===== config.mk =====
export PLATFORM = sky130hd
export DESIGN_NAME = cache_wb_sa
export DESIGN_NICKNAME = d
export VERILOG_FILES = /design/src/rtl/cache_wb_sa.sv
export SDC_FILE = /design/constraint.sdc
export NUM_CORES = 2
export LEC_CHECK = 0
export BUFFER_PORTS_ARGS = -buffer_cell sky130_fd_sc_hd__buf_2
export CELL_PAD_IN_SITES_DETAIL_PLACEMENT = 1
export CELL_PAD_IN_SITES_GLOBAL_PLACEMENT = 1
export CORE_MARGIN = 2
export CORE_UTILIZATION = 45
export DETAILED_ROUTE_END_ITERATION = 12
export GPL_TIMING_DRIVEN = 0
export PLACE_DENSITY = 0.79
export SYNTH_ARGS = -nofsm -noshare
export SYNTH_HDL_FRONTEND = slang
export SYNTH_SLANG_ARGS = --single-unit

===== constraint.sdc =====
create_clock -name clk -period 15.71 [get_ports clk]
set_input_delay 1.571 -clock clk [delete_from_list [all_inputs] [get_ports clk]]
set_output_delay 1.571 -clock clk [all_outputs]
set_load 0.02 [all_outputs]

===== src/rtl/cache_wb_sa.sv =====
// cache_wb_sa: N-way set-associative, write-back, write-allocate cache between
// a core word port and a single-ported word-wide RAM.
//
// Ports:
//   clk, reset              clock; asynchronous active-high reset
//   read_en, write_en       core request (write wins when both are set),
//                           sampled only while busy=0
//   address, write_data     core word address {tag,index,offset} and write word
//   read_data, valid        read result and one-cycle completion pulse
//   miss                    one-cycle pulse the cycle after a missing request
//   busy                    miss in service; requests are dropped meanwhile
//   mem_address             memory word address
//   mem_write_data/_en      eviction beat
//   mem_read_en             refill beat
//   mem_read_data           refill word, captured on the edge with mem_ready=1
//   mem_ready               current memory beat completes this cycle
//
// Storage lives in one cache_wb_sa_way instance per way; the top holds the
// miss FSM, the latched request and the per-set round-robin pointers.

// One way of the cache: per set a valid bit, dirty bit, tag and a block of
// words. Lookup, read and write all use the single idx/off address supplied
// by the controller.
module cache_wb_sa_way #(
  parameter int TAG_BITS  = 28,
  parameter int DATA_BITS = 32,
  parameter int IDX_W     = 2,
  parameter int OFF_W     = 2,
  parameter int SETS      = 4,
  parameter int WORDS     = 4
) (
  input  logic                 clk,
  input  logic                 reset,
  input  logic [IDX_W-1:0]     idx,
  input  logic [OFF_W-1:0]     off,
  input  logic [TAG_BITS-1:0]  tag,
  input  logic                 wr,
  input  logic                 set_dirty,
  input  logic                 fill,
  input  logic [DATA_BITS-1:0] wdata,
  output logic                 hit,
  output logic                 line_valid,
  output logic                 line_dirty,
  output logic [TAG_BITS-1:0]  line_tag,
  output logic [DATA_BITS-1:0] rdata
);
  logic [SETS-1:0]      vbit;
  logic [SETS-1:0]      dbit;
  logic [TAG_BITS-1:0]  tags  [SETS];
  logic [DATA_BITS-1:0] words [SETS][WORDS];

  always_ff @(posedge clk or posedge reset) begin
    if (reset) begin
      vbit <= '0;
      dbit <= '0;
      for (int s = 0; s < SETS; s++) tags[s] <= '0;
    end else if (fill) begin
      // Refill completes on the last beat: block is clean until the
      // latched op (if a write) dirties it one cycle later.
      vbit[idx] <= 1'b1;
      dbit[idx] <= 1'b0;
      tags[idx] <= tag;
    end else if (wr && set_dirty) begin
      dbit[idx] <= 1'b1;
    end
  end

  always_ff @(posedge clk) begin
    if (wr) words[idx][off] <= wdata;
  end

  assign line_valid = vbit[idx];
  assign line_dirty = dbit[idx];
  assign line_tag   = tags[idx];
  assign hit        = vbit[idx] && (tags[idx] == tag);
  assign rdata      = words[idx][off];
endmodule

module cache_wb_sa #(
  parameter int RAM_ADDRESS_BITS   = 32,
  parameter int CACHE_ADDRESS_BITS = 5,
  parameter int DATA_BITS          = 32,
  parameter int ASOC_BITS          = 1,
  parameter int BLOCK_BITS         = 2
) (
  input  logic                        clk,
  input  logic                        reset,
  input  logic                        read_en,
  input  logic                        write_en,
  input  logic [RAM_ADDRESS_BITS-1:0] address,
  input  logic [DATA_BITS-1:0]        write_data,
  output logic [DATA_BITS-1:0]        read_data,
  output logic                        valid,
  output logic                        miss,
  output logic                        busy,
  output logic [RAM_ADDRESS_BITS-1:0] mem_address,
  output logic [DATA_BITS-1:0]        mem_write_data,
  output logic                        mem_write_en,
  output logic                        mem_read_en,
  input  logic [DATA_BITS-1:0]        mem_read_data,
  input  logic                        mem_ready
);
  localparam int INDEX_BITS = CACHE_ADDRESS_BITS - ASOC_BITS - BLOCK_BITS;
  localparam int TAG_BITS   = RAM_ADDRESS_BITS - INDEX_BITS - BLOCK_BITS;
  localparam int WAYS       = 1 << ASOC_BITS;
  localparam int SETS       = 1 << INDEX_BITS;
  localparam int WORDS      = 1 << BLOCK_BITS;
  // Zero-width fields are carried as one constant-zero bit.
  localparam int IDX_W      = (INDEX_BITS > 0) ? INDEX_BITS : 1;
  localparam int OFF_W      = (BLOCK_BITS > 0) ? BLOCK_BITS : 1;
  localparam int PTR_W      = (ASOC_BITS > 0) ? ASOC_BITS : 1;
  localparam logic [OFF_W-1:0] LAST = OFF_W'(WORDS - 1);

  localparam logic [1:0] IDLE    = 2'd0;
  localparam logic [1:0] EVICT   = 2'd1;
  localparam logic [1:0] REFILL  = 2'd2;
  localparam logic [1:0] RESPOND = 2'd3;

  logic [1:0]           state;
  logic [OFF_W-1:0]     beat;
  logic [PTR_W-1:0]     ptr [SETS];

  // Latched miss request
  logic [TAG_BITS-1:0]  r_tag;
  logic [IDX_W-1:0]     r_idx;
  logic [OFF_W-1:0]     r_off;
  logic [DATA_BITS-1:0] r_wdata;
  logic                 r_write;
  logic [PTR_W-1:0]     r_vic;

  // Incoming address fields
  logic [TAG_BITS-1:0]  a_tag;
  logic [IDX_W-1:0]     a_idx;
  logic [OFF_W-1:0]     a_off;

  assign a_tag = address[RAM_ADDRESS_BITS-1 -: TAG_BITS];
  assign a_idx = (INDEX_BITS > 0) ? address[BLOCK_BITS +: IDX_W] : '0;
  assign a_off = (BLOCK_BITS > 0) ? address[0 +: OFF_W] : '0;

  // Way array signals
  logic [IDX_W-1:0]                cur_idx;
  logic [OFF_W-1:0]                cur_off;
  logic [TAG_BITS-1:0]             cur_tag;
  logic [DATA_BITS-1:0]            wdata;
  logic                            set_dirty;
  logic [WAYS-1:0]                 wr_v, fill_v, hit_v, vld_v, dirty_v;
  logic [WAYS-1:0][TAG_BITS-1:0]   tag_v;
  logic [WAYS-1:0][DATA_BITS-1:0]  rdata_v;

  for (genvar w = 0; w < WAYS; w++) begin : g_way
    cache_wb_sa_way #(
      .TAG_BITS(TAG_BITS), .DATA_BITS(DATA_BITS), .IDX_W(IDX_W),
      .OFF_W(OFF_W), .SETS(SETS), .WORDS(WORDS)
    ) u_way (
      .clk       (clk),
      .reset     (reset),
      .idx       (cur_idx),
      .off       (cur_off),
      .tag       (cur_tag),
      .wr        (wr_v[w]),
      .set_dirty (set_dirty),
      .fill      (fill_v[w]),
      .wdata     (wdata),
      .hit       (hit_v[w]),
      .line_valid(vld_v[w]),
      .line_dirty(dirty_v[w]),
      .line_tag  (tag_v[w]),
      .rdata     (rdata_v[w])
    );
  end

  // Builds {tag, index, offset} without zero-width concatenation pieces.
  function automatic logic [RAM_ADDRESS_BITS-1:0] join_addr(
    input logic [TAG_BITS-1:0] t, input logic [IDX_W-1:0] i,
    input logic [OFF_W-1:0] k);
    logic [RAM_ADDRESS_BITS-1:0] r;
    r = RAM_ADDRESS_BITS'(t) << (INDEX_BITS + BLOCK_BITS);
    if (INDEX_BITS > 0) r = r | (RAM_ADDRESS_BITS'(i) << BLOCK_BITS);
    if (BLOCK_BITS > 0) r = r | RAM_ADDRESS_BITS'(k);
    return r;
  endfunction

  // Lookup happens on the live address in IDLE, on the latched one otherwise.
  always_comb begin
    cur_idx   = (state == IDLE) ? a_idx : r_idx;
    cur_tag   = (state == IDLE) ? a_tag : r_tag;
    cur_off   = r_off;
    wdata     = r_wdata;
    if (state == IDLE) begin
      cur_off = a_off;
      wdata   = write_data;
    end else if (state == EVICT || state == REFILL) begin
      cur_off = beat;
      if (state == REFILL) wdata = mem_read_data;
    end
    set_dirty = (state != REFILL);
    wr_v      = '0;
    fill_v    = '0;
    case (state)
      IDLE:    if (write_en) wr_v = hit_v;
      REFILL:  if (mem_ready) begin
                 wr_v[r_vic] = 1'b1;
                 if (beat == LAST) fill_v[r_vic] = 1'b1;
               end
      RESPOND: if (r_write) wr_v[r_vic] = 1'b1;
      default: ;
    endcase
  end

  // Victim: lowest invalid way, else the set's round-robin pointer.
  logic [PTR_W-1:0] vic;
  logic             vic_found;
  always_comb begin
    vic       = ptr[a_idx];
    vic_found = 1'b0;
    for (int w = 0; w < WAYS; w++) begin
      if (!vic_found && !vld_v[w]) begin
        vic       = PTR_W'(w);
        vic_found = 1'b1;
      end
    end
  end

  logic [PTR_W-1:0] hit_way;
  logic             hit_found;
  always_comb begin
    hit_way   = '0;
    hit_found = 1'b0;
    for (int w = 0; w < WAYS; w++) begin
      if (!hit_found && hit_v[w]) begin
        hit_way   = PTR_W'(w);
        hit_found = 1'b1;
      end
    end
  end

  // Memory side is decoded from state so that reset drops strobes at once.
  always_comb begin
    mem_write_en   = (state == EVICT);
    mem_read_en    = (state == REFILL);
    mem_address    = '0;
    mem_write_data = '0;
    if (state == EVICT) begin
      mem_address    = join_addr(tag_v[r_vic], r_idx, beat);
      mem_write_data = rdata_v[r_vic];
    end else if (state == REFILL) begin
      mem_address    = join_addr(r_tag, r_idx, beat);
    end
  end

  always_ff @(posedge clk or posedge reset) begin
    if (reset) begin
      state     <= IDLE;
      beat      <= '0;
      busy      <= 1'b0;
      valid     <= 1'b0;
      miss      <= 1'b0;
      read_data <= '0;
      r_tag     <= '0;
      r_idx     <= '0;
      r_off     <= '0;
      r_wdata   <= '0;
      r_write   <= 1'b0;
      r_vic     <= '0;
      for (int s = 0; s < SETS; s++) ptr[s] <= '0;
    end else begin
      valid <= 1'b0;
      miss  <= 1'b0;
      case (state)
        IDLE: begin
          if (read_en || write_en) begin
            if (|hit_v) begin
              valid <= 1'b1;
              if (!write_en) read_data <= rdata_v[hit_way];
            end else begin
              miss    <= 1'b1;
              busy    <= 1'b1;
              r_tag   <= a_tag;
              r_idx   <= a_idx;
              r_off   <= a_off;
              r_wdata <= write_data;
              r_write <= write_en;
              r_vic   <= vic;
              beat    <= '0;
              state   <= (vld_v[vic] && dirty_v[vic]) ? EVICT : REFILL;
            end
          end
        end
        EVICT: begin
          if (mem_ready) begin
            if (beat == LAST) begin
              beat  <= '0;
              state <= REFILL;
            end else begin
              beat <= beat + 1'b1;
            end
          end
        end
        REFILL: begin
          if (mem_ready) begin
            if (beat == LAST) begin
              beat       <= '0;
              ptr[r_idx] <= (WAYS > 1) ? ptr[r_idx] + 1'b1 : '0;
              state      <= RESPOND;
            end else begin
              beat <= beat + 1'b1;
            end
          end
        end
        RESPOND: begin
          valid <= 1'b1;
          busy  <= 1'b0;
          if (!r_write) read_data <= rdata_v[r_vic];
          state <= IDLE;
        end
        default: state <= IDLE;
      endcase
    end
  end
endmodule


Yosys cells after proc, flatten, opt, wreduce, memory -nomap -nowiden:

Memory sizes are Yosys's and may differ from the RTL's.
Cells that the tools add are included.

* memory bits (writable): 1024
* word-level logic and storage cells: 215
* input bits: 101
* output and inout bits: 101
* memories: 2
* register bits after elaboration: 349

Memories
* g_way[0].u_way.words: depth 4, bits a word 128, rd ports 1, clocked after Yosys merged registers in 0, write ports 1, line 50 `logic [DATA_BITS-1:0] words [SETS][WORDS];`
* g_way[1].u_way.words: depth 4, bits a word 128, rd ports 1, clocked after Yosys merged registers in 0, write ports 1, line 50

* reduce and logical (&&, ||, !) cells: 29
* $lt $le $gt $ge: 13
* eq/ne operators: 17
* add/sub/neg operators: 2
* muxes and demuxes: 108
* bitwise logic cells: 16

Operators by type and width (count)
* $mux 32: 22
* $mux 128: 2
* $bwmux 112: 2
* $mux 28: 8
* $bmux 32 s2: 2
* $bmux 28 s2: 2
* $demux 32 s2: 1
* $or 32x2->32: 2
* $or 32x4->32: 2
* $pmux 32 s2: 1
* $demux 28 s2: 1
* $eq 28x28->1: 2
* $mux 2: 20
* $mux 1: 28
* $mux 4: 4
* $or 4x4->4: 4
* $ne 2x1->1 const B: 7
* $bmux 1 s2: 6
* $ge 3x3->1 const B: 4
* $logic_and 1x1->1: 12
* $not 2->3: 4
* $lt 3x1->1 const B: 3
* $reduce_and 3->1: 3
* $and 4x4->4: 2
* 26 further kinds: 41

Logic depth before layout (Yosys ltp):

* word-level depth: 18
* gate-level depth with buffers: 18
* mapped depth without buffers: 12

Cells and area by module:

Synthesis repeated with hierarchy kept, for this count alone.

* cell total of the unflattened synthesis: 3020
* area, all modules: 57164.8 um^2

Modules (own cells, without submodules)
* cache_wb_sa_way at g_way[1].u_way: area each 24953.9 um^2, cells an instance 1135, instances 1, seq. area each 18377.6 um^2
* cache_wb_sa_way at g_way[0].u_way: area each 24948.9 um^2, cells an instance 1127, instances 1, seq. area each 18377.6 um^2
* cache_wb_sa: area each 7262.0 um^2, cells an instance 758, instances 1, seq. area each 2727.6 um^2

Least setup slack after synthesis:

OpenSTA, ideal clock, no wires.

* path kind: input to register
* from: input address[2]
* to: memory g_way[0].u_way.words[0][0] in the netlist's numbering, enable pin
* buffers on the path: 1
* required time: 15208 ps
* arrival time: 7058 ps
* setup slack: 8151 ps
* stages on the path: 10
* setup time: 502 ps
* cells stage by stage: mux2i_4 -> mux2_4 -> a22o_1 -> nor4b_2 -> o22ai_1 -> or4_4 -> nor4_1 -> o21ai_1 -> clkbuf_1 -> nor4_1

* longest elaborated chain between the ends: 11
* elaborated cells on any way between the ends: 13
* classes of those cells: 1 x eq/ne; 10 x mux; 1 x bitwise; 1 x reduce/logical

Ends and longest elaborated chain
* start, declared: line 90 `input logic [RAM_ADDRESS_BITS-1:0] address,`
* $mux 2 *: line 185 `cur_idx = (state == IDLE) ? a_idx : r_idx;`
* $not 2->3 (not written as such): line 75 `assign hit = vbit[idx] && (tags[idx] == tag);`
* $bmux 28 s2: line 75
* $mux 28 (not written as such) (2 in a row): line 75
* $eq 28x28->1: line 75
* $logic_and 1x1->1: line 75
* $mux 2: line 200 `IDLE: if (write_en) wr_v = hit_v;`
* $pmux 2 s3: line 199 `case (state)`
* $mux 1: line 69 `if (wr) words[idx][off] <= wdata;`
* $mux 128 (not written as such): line 69
* end, declared: line 50

Mark *: on every way between the ends. The rest lies on a longest branch, timed or not. The select of a mux whose other input is x is not followed.

Final worst setup path:

* from: register state[0]
* to: output mem_write_data[5]

* longest elaborated chain between the ends: 11
* elaborated cells on any way between the ends: 19
* classes of those cells: 2 x eq/ne; 12 x mux; 1 x bitwise; 2 x reduce/logical; 2 x memory

Ends and longest elaborated chain
* start, declared: line 119 `logic [1:0] state;`
* start signal, assigned: line 285 `state <= (vld_v[vic] && dirty_v[vic]) ? EVICT : REFILL;`
* parallel branches: the longest is 10 deep, another holds $mem_v2 4x128
* $mux 32 *: line 243 `if (state == EVICT) begin`
* end, declared: line 97 `output logic [DATA_BITS-1:0] mem_write_data,`

Every way passes the cells marked *. The select of a mux whose other input is x is not followed.

==> reports/results.ini <==
[final_layout]
fill_cells = 13480
nets = 5483
fin_area_um2 = 68730
drive_gt1_share_pct = 13.19
synthToLayoutAreaGrowth_pct = 17.23

[cts]
postCtsResizedCells = 0
cts_hold_buf = 0
htreeDepth = 4
cts_tree = done
cts_setup_buffers = 0
cts.sinks = 1373
cts_buffers = 146
path_clk_slew_ns = 0.06
clk_latency_ns = 0.81
cts-root-buf = clkbuf_16
cts_buffer_depth = 3

[drt]
routedWlPerCell_um = 32.41
vias = 45680
antenna_left = 0
wl_um = 234900
drcViolationCount = 0
viasPerCell = 6.302
firstDrtPassIters = 6
first_iter_violations = 5353

[grt]
grt_usage_pct = 35.06
use_met2_pct = 56.70
grt_pass1_wl_um = 333200
grt_overflow = 0
grt_util_met3_pct = 7.292
grt_max_degree = 118
top_usage_layer = met2
antenna_found_initial = 15
met1_usage_pct = 40.98
grt_pass1_vias = 48040

[critical_path]
setup.worst_path.start = state[0]
critical_path_class = reg2out
crit_top_cell = clkbuf_1
crit_path_start_kind = flip-flop
slowest_delay_ns = 1.20
cp_top_family = buffers and inverters
ff2ff_setup_slack_ns = 7.77
cp.required_ns = 14.14
cp-end-kind = primary output
worstReg2RegEnd = g_way[0].u_way.words[3][112]
worst_path_max_delay_cell = clkbuf_1
rr_worst_depth = 18
path_buf_inv = 8
r2r-start = state[0]
cp.arrival_ns = 8.48
path_max_fanout = 10
crit_chain = inv_1, ha_1, buf_6, mux2i_4, buf_2, clkbuf_1, clkbuf_1, clkbuf_1, clkbuf_1, nand2_1, nand3_1, a31oi_1, a21oi_1, mux2i_1, nor2_1, buf_2

[synthesis]
synth-edff-count = 1024
ys_ff_latch = 1373
syn_area_um2 = 58620
async_flop_share_pct = 25.42
ys_seq_area_share_pct = 67.35
syn_nets = 5013
avgSynthCellArea_um2 = 11.95
ys_warn_count = 0
ys_types = 71
synth_ff_type = edfxtp_1
synth_cells = 4907

[floorplanning]
row_count = 132
pin_count = 202
die_y_um = 364.9
initial_core_util_pct = 45.28
die_w_um = 364.9
die-area_um2 = 133200
core_um2 = 129500

[timing]
slew_headroom_pct = -6.569
finalClockSkew_ns = 0.03746
final_max_slew_viol_count = 34
finalHoldViolCount = 0
tightest_slew_ns = 1.599
worst_slack_ns = 5.656
fmax_mhz = 99.46
rsz0062_at_grt = false
timing.setup.tns_ns = 0
finalSetupViolCount = 0
fin_crit_sh_pct = 64.00
hold_ws_ns = 0.4714
layout_min_cycle_time_ns = 10.05

[place]
dp_slack_ns = 6.148
place_congestion = 1.006
place_area_um2 = 63990
hpwl_um = 165800
io_buffer_count = 200

[run]
drv_cap = 3

[status]
status = finished with violations
violations = capacitance limit, slew limit

[worst_hold_path]
whs_path_depth = 1
min_to = g_way[1].u_way.vbit[1]
hold_path.class = reg2reg
min_from = g_way[1].u_way.vbit[1]

==> registers in the layout, summed over array words and instances, names as in the netlist, 4 cells and up, named ones only <==
name	cells
ptr	4
g_way.u_way.vbit	8
r_wdata	32
r_tag	28
g_way.u_way.words	1024
read_data	32
g_way.u_way.tags	224
==> synthesized netlist by cell type (all sizes together) (2+ instances only) <==
| master | n | area share (%) |
|---|---|---|
| a311oi | 201 | 3.0 |
| a222oi | 3 | 0.051 |
| and3 | 138 | 1.5 |
| mux2i | 179 | 3.1 |
| a31o | 3 | 0.045 |
| buf | 72 | 0.70 |
| nand4 | 9 | 0.11 |
| a221oi | 5 | 0.075 |
| o22ai | 16 | 0.17 |
| o21a | 2 | 0.026 |
| mux2 | 142 | 2.7 |
| inv | 17 | 0.11 |
| nand3b | 3 | 0.038 |
| mux4 | 11 | 0.42 |
| nor3 | 26 | 0.22 |
| nor2 | 318 | 2.0 |
| a211oi | 4 | 0.051 |
| o2111ai | 2 | 0.030 |
| a31oi | 74 | 0.79 |
| o31ai | 2 | 0.049 |
| xor2 | 21 | 0.31 |
| nand2b | 6 | 0.064 |
| o211ai | 3 | 0.038 |
| o21ai | 72 | 0.61 |
| or2 | 9 | 0.096 |
| xnor2 | 41 | 0.61 |
| edfxtp | 1024 | 52 |
| ha | 5 | 0.11 |
| a22o | 2 | 0.030 |
| nor4 | 30 | 0.36 |
| dfrtp | 349 | 15 |
| clkbuf | 300 | 1.9 |
| o221ai | 2 | 0.030 |
| a21oi | 340 | 2.9 |
| or4 | 2 | 0.032 |
| nand2 | 1149 | 7.4 |
| nor2b | 4 | 0.043 |
| o22a | 5 | 0.075 |
| and2 | 5 | 0.053 |
| nand3 | 295 | 2.5 |
| a21o | 3 | 0.038 |
==> routing by layer <==
layer  up-vias  routed length (um)
li1      18780                   -
met1     23280               82910
met2      2784              110500
met3       831               20840
met4         8               20640
met5         -                  45
==> cells in the final DEF, fill, tap and decap left out, drive strengths merged, types with 6 or more instances in the layout <==
cell,Yosys,final
o21ai,72,72
nand4,9,9
dfrtp,349,349
a21oi,340,340
diode,0,11
and3,138,138
buf,72,394
clkinv,1,63
nor4,30,30
clkbuf,300,488
mux4,11,11
nand2b,6,6
inv,17,22
xnor2,41,41
mux2i,179,179
bufinv,0,9
edfxtp,1024,1024
xor2,21,21
nor3,26,26
nor2,318,318
o22ai,16,16
a311oi,201,201
nand3,295,295
mux2,142,142
a31oi,74,74
or2,9,9
nand2,1149,1149
==> metrics by stage <==
| step | instances | util, % |
|---|---|---|
| 6_report | 7249 | 53.08 |
| 5_1_grt | 7243 | 53.07 |
| 3_3_place_gp | 6849 | 47.73 |
| 3_5_place_dp | 6971 | 49.42 |
| 4_1_cts | 7238 | 53.06 |
| 2_1_floorplan | 4907 | - |
==> layout make-up <==
class / instances / area (um2) / area share, %
Clock inverter: 79 / 782.0 / 1.138
Multi-Input combinational cell: 3144 / 18070 / 26.29
Buffer: 372 / 1539 / 2.239
Clock buffer: 188 / 3934 / 5.724
Sequential cell: 1373 / 39480 / 57.45
Inverter: 18 / 75.07 / 0.1092
Antenna cell: 11 / 27.53 / 0.04005
Tap cell: 1742 / 2180 / 3.171
Timing Repair Buffer: 322 / 2641 / 3.843
==> how the worst max path moves through the flow <==
| stage | endpoint | slack (ns) | depth (start not counted) |
|---|---|---|---|
| after floorplan | asynchronous set/reset pin | 4.46 | 1 |
| after detailed placement | mem_address[18] | 6.15 | 13 |
| after global placement | read_data[23] | -0.15 | 2 |
| after global routing | mem_address[18] | 5.87 | 15 |
| final | mem_write_data[5] | 5.66 | 16 |
| after CTS | mem_address[18] | 5.91 | 15 |
==> cell families after synthesis <==
logic type / synth area share, %
flops: 67.35
xor+xnor: 0.9263
mux: 6.247
fa+ha+maj: 0.1067
buf+inv: 2.734
simple gates: 14.47
compound gates: 8.164
Power is not shown: default switching activity piles up to over one toggle a cycle in this logic, so the estimate is an artifact.
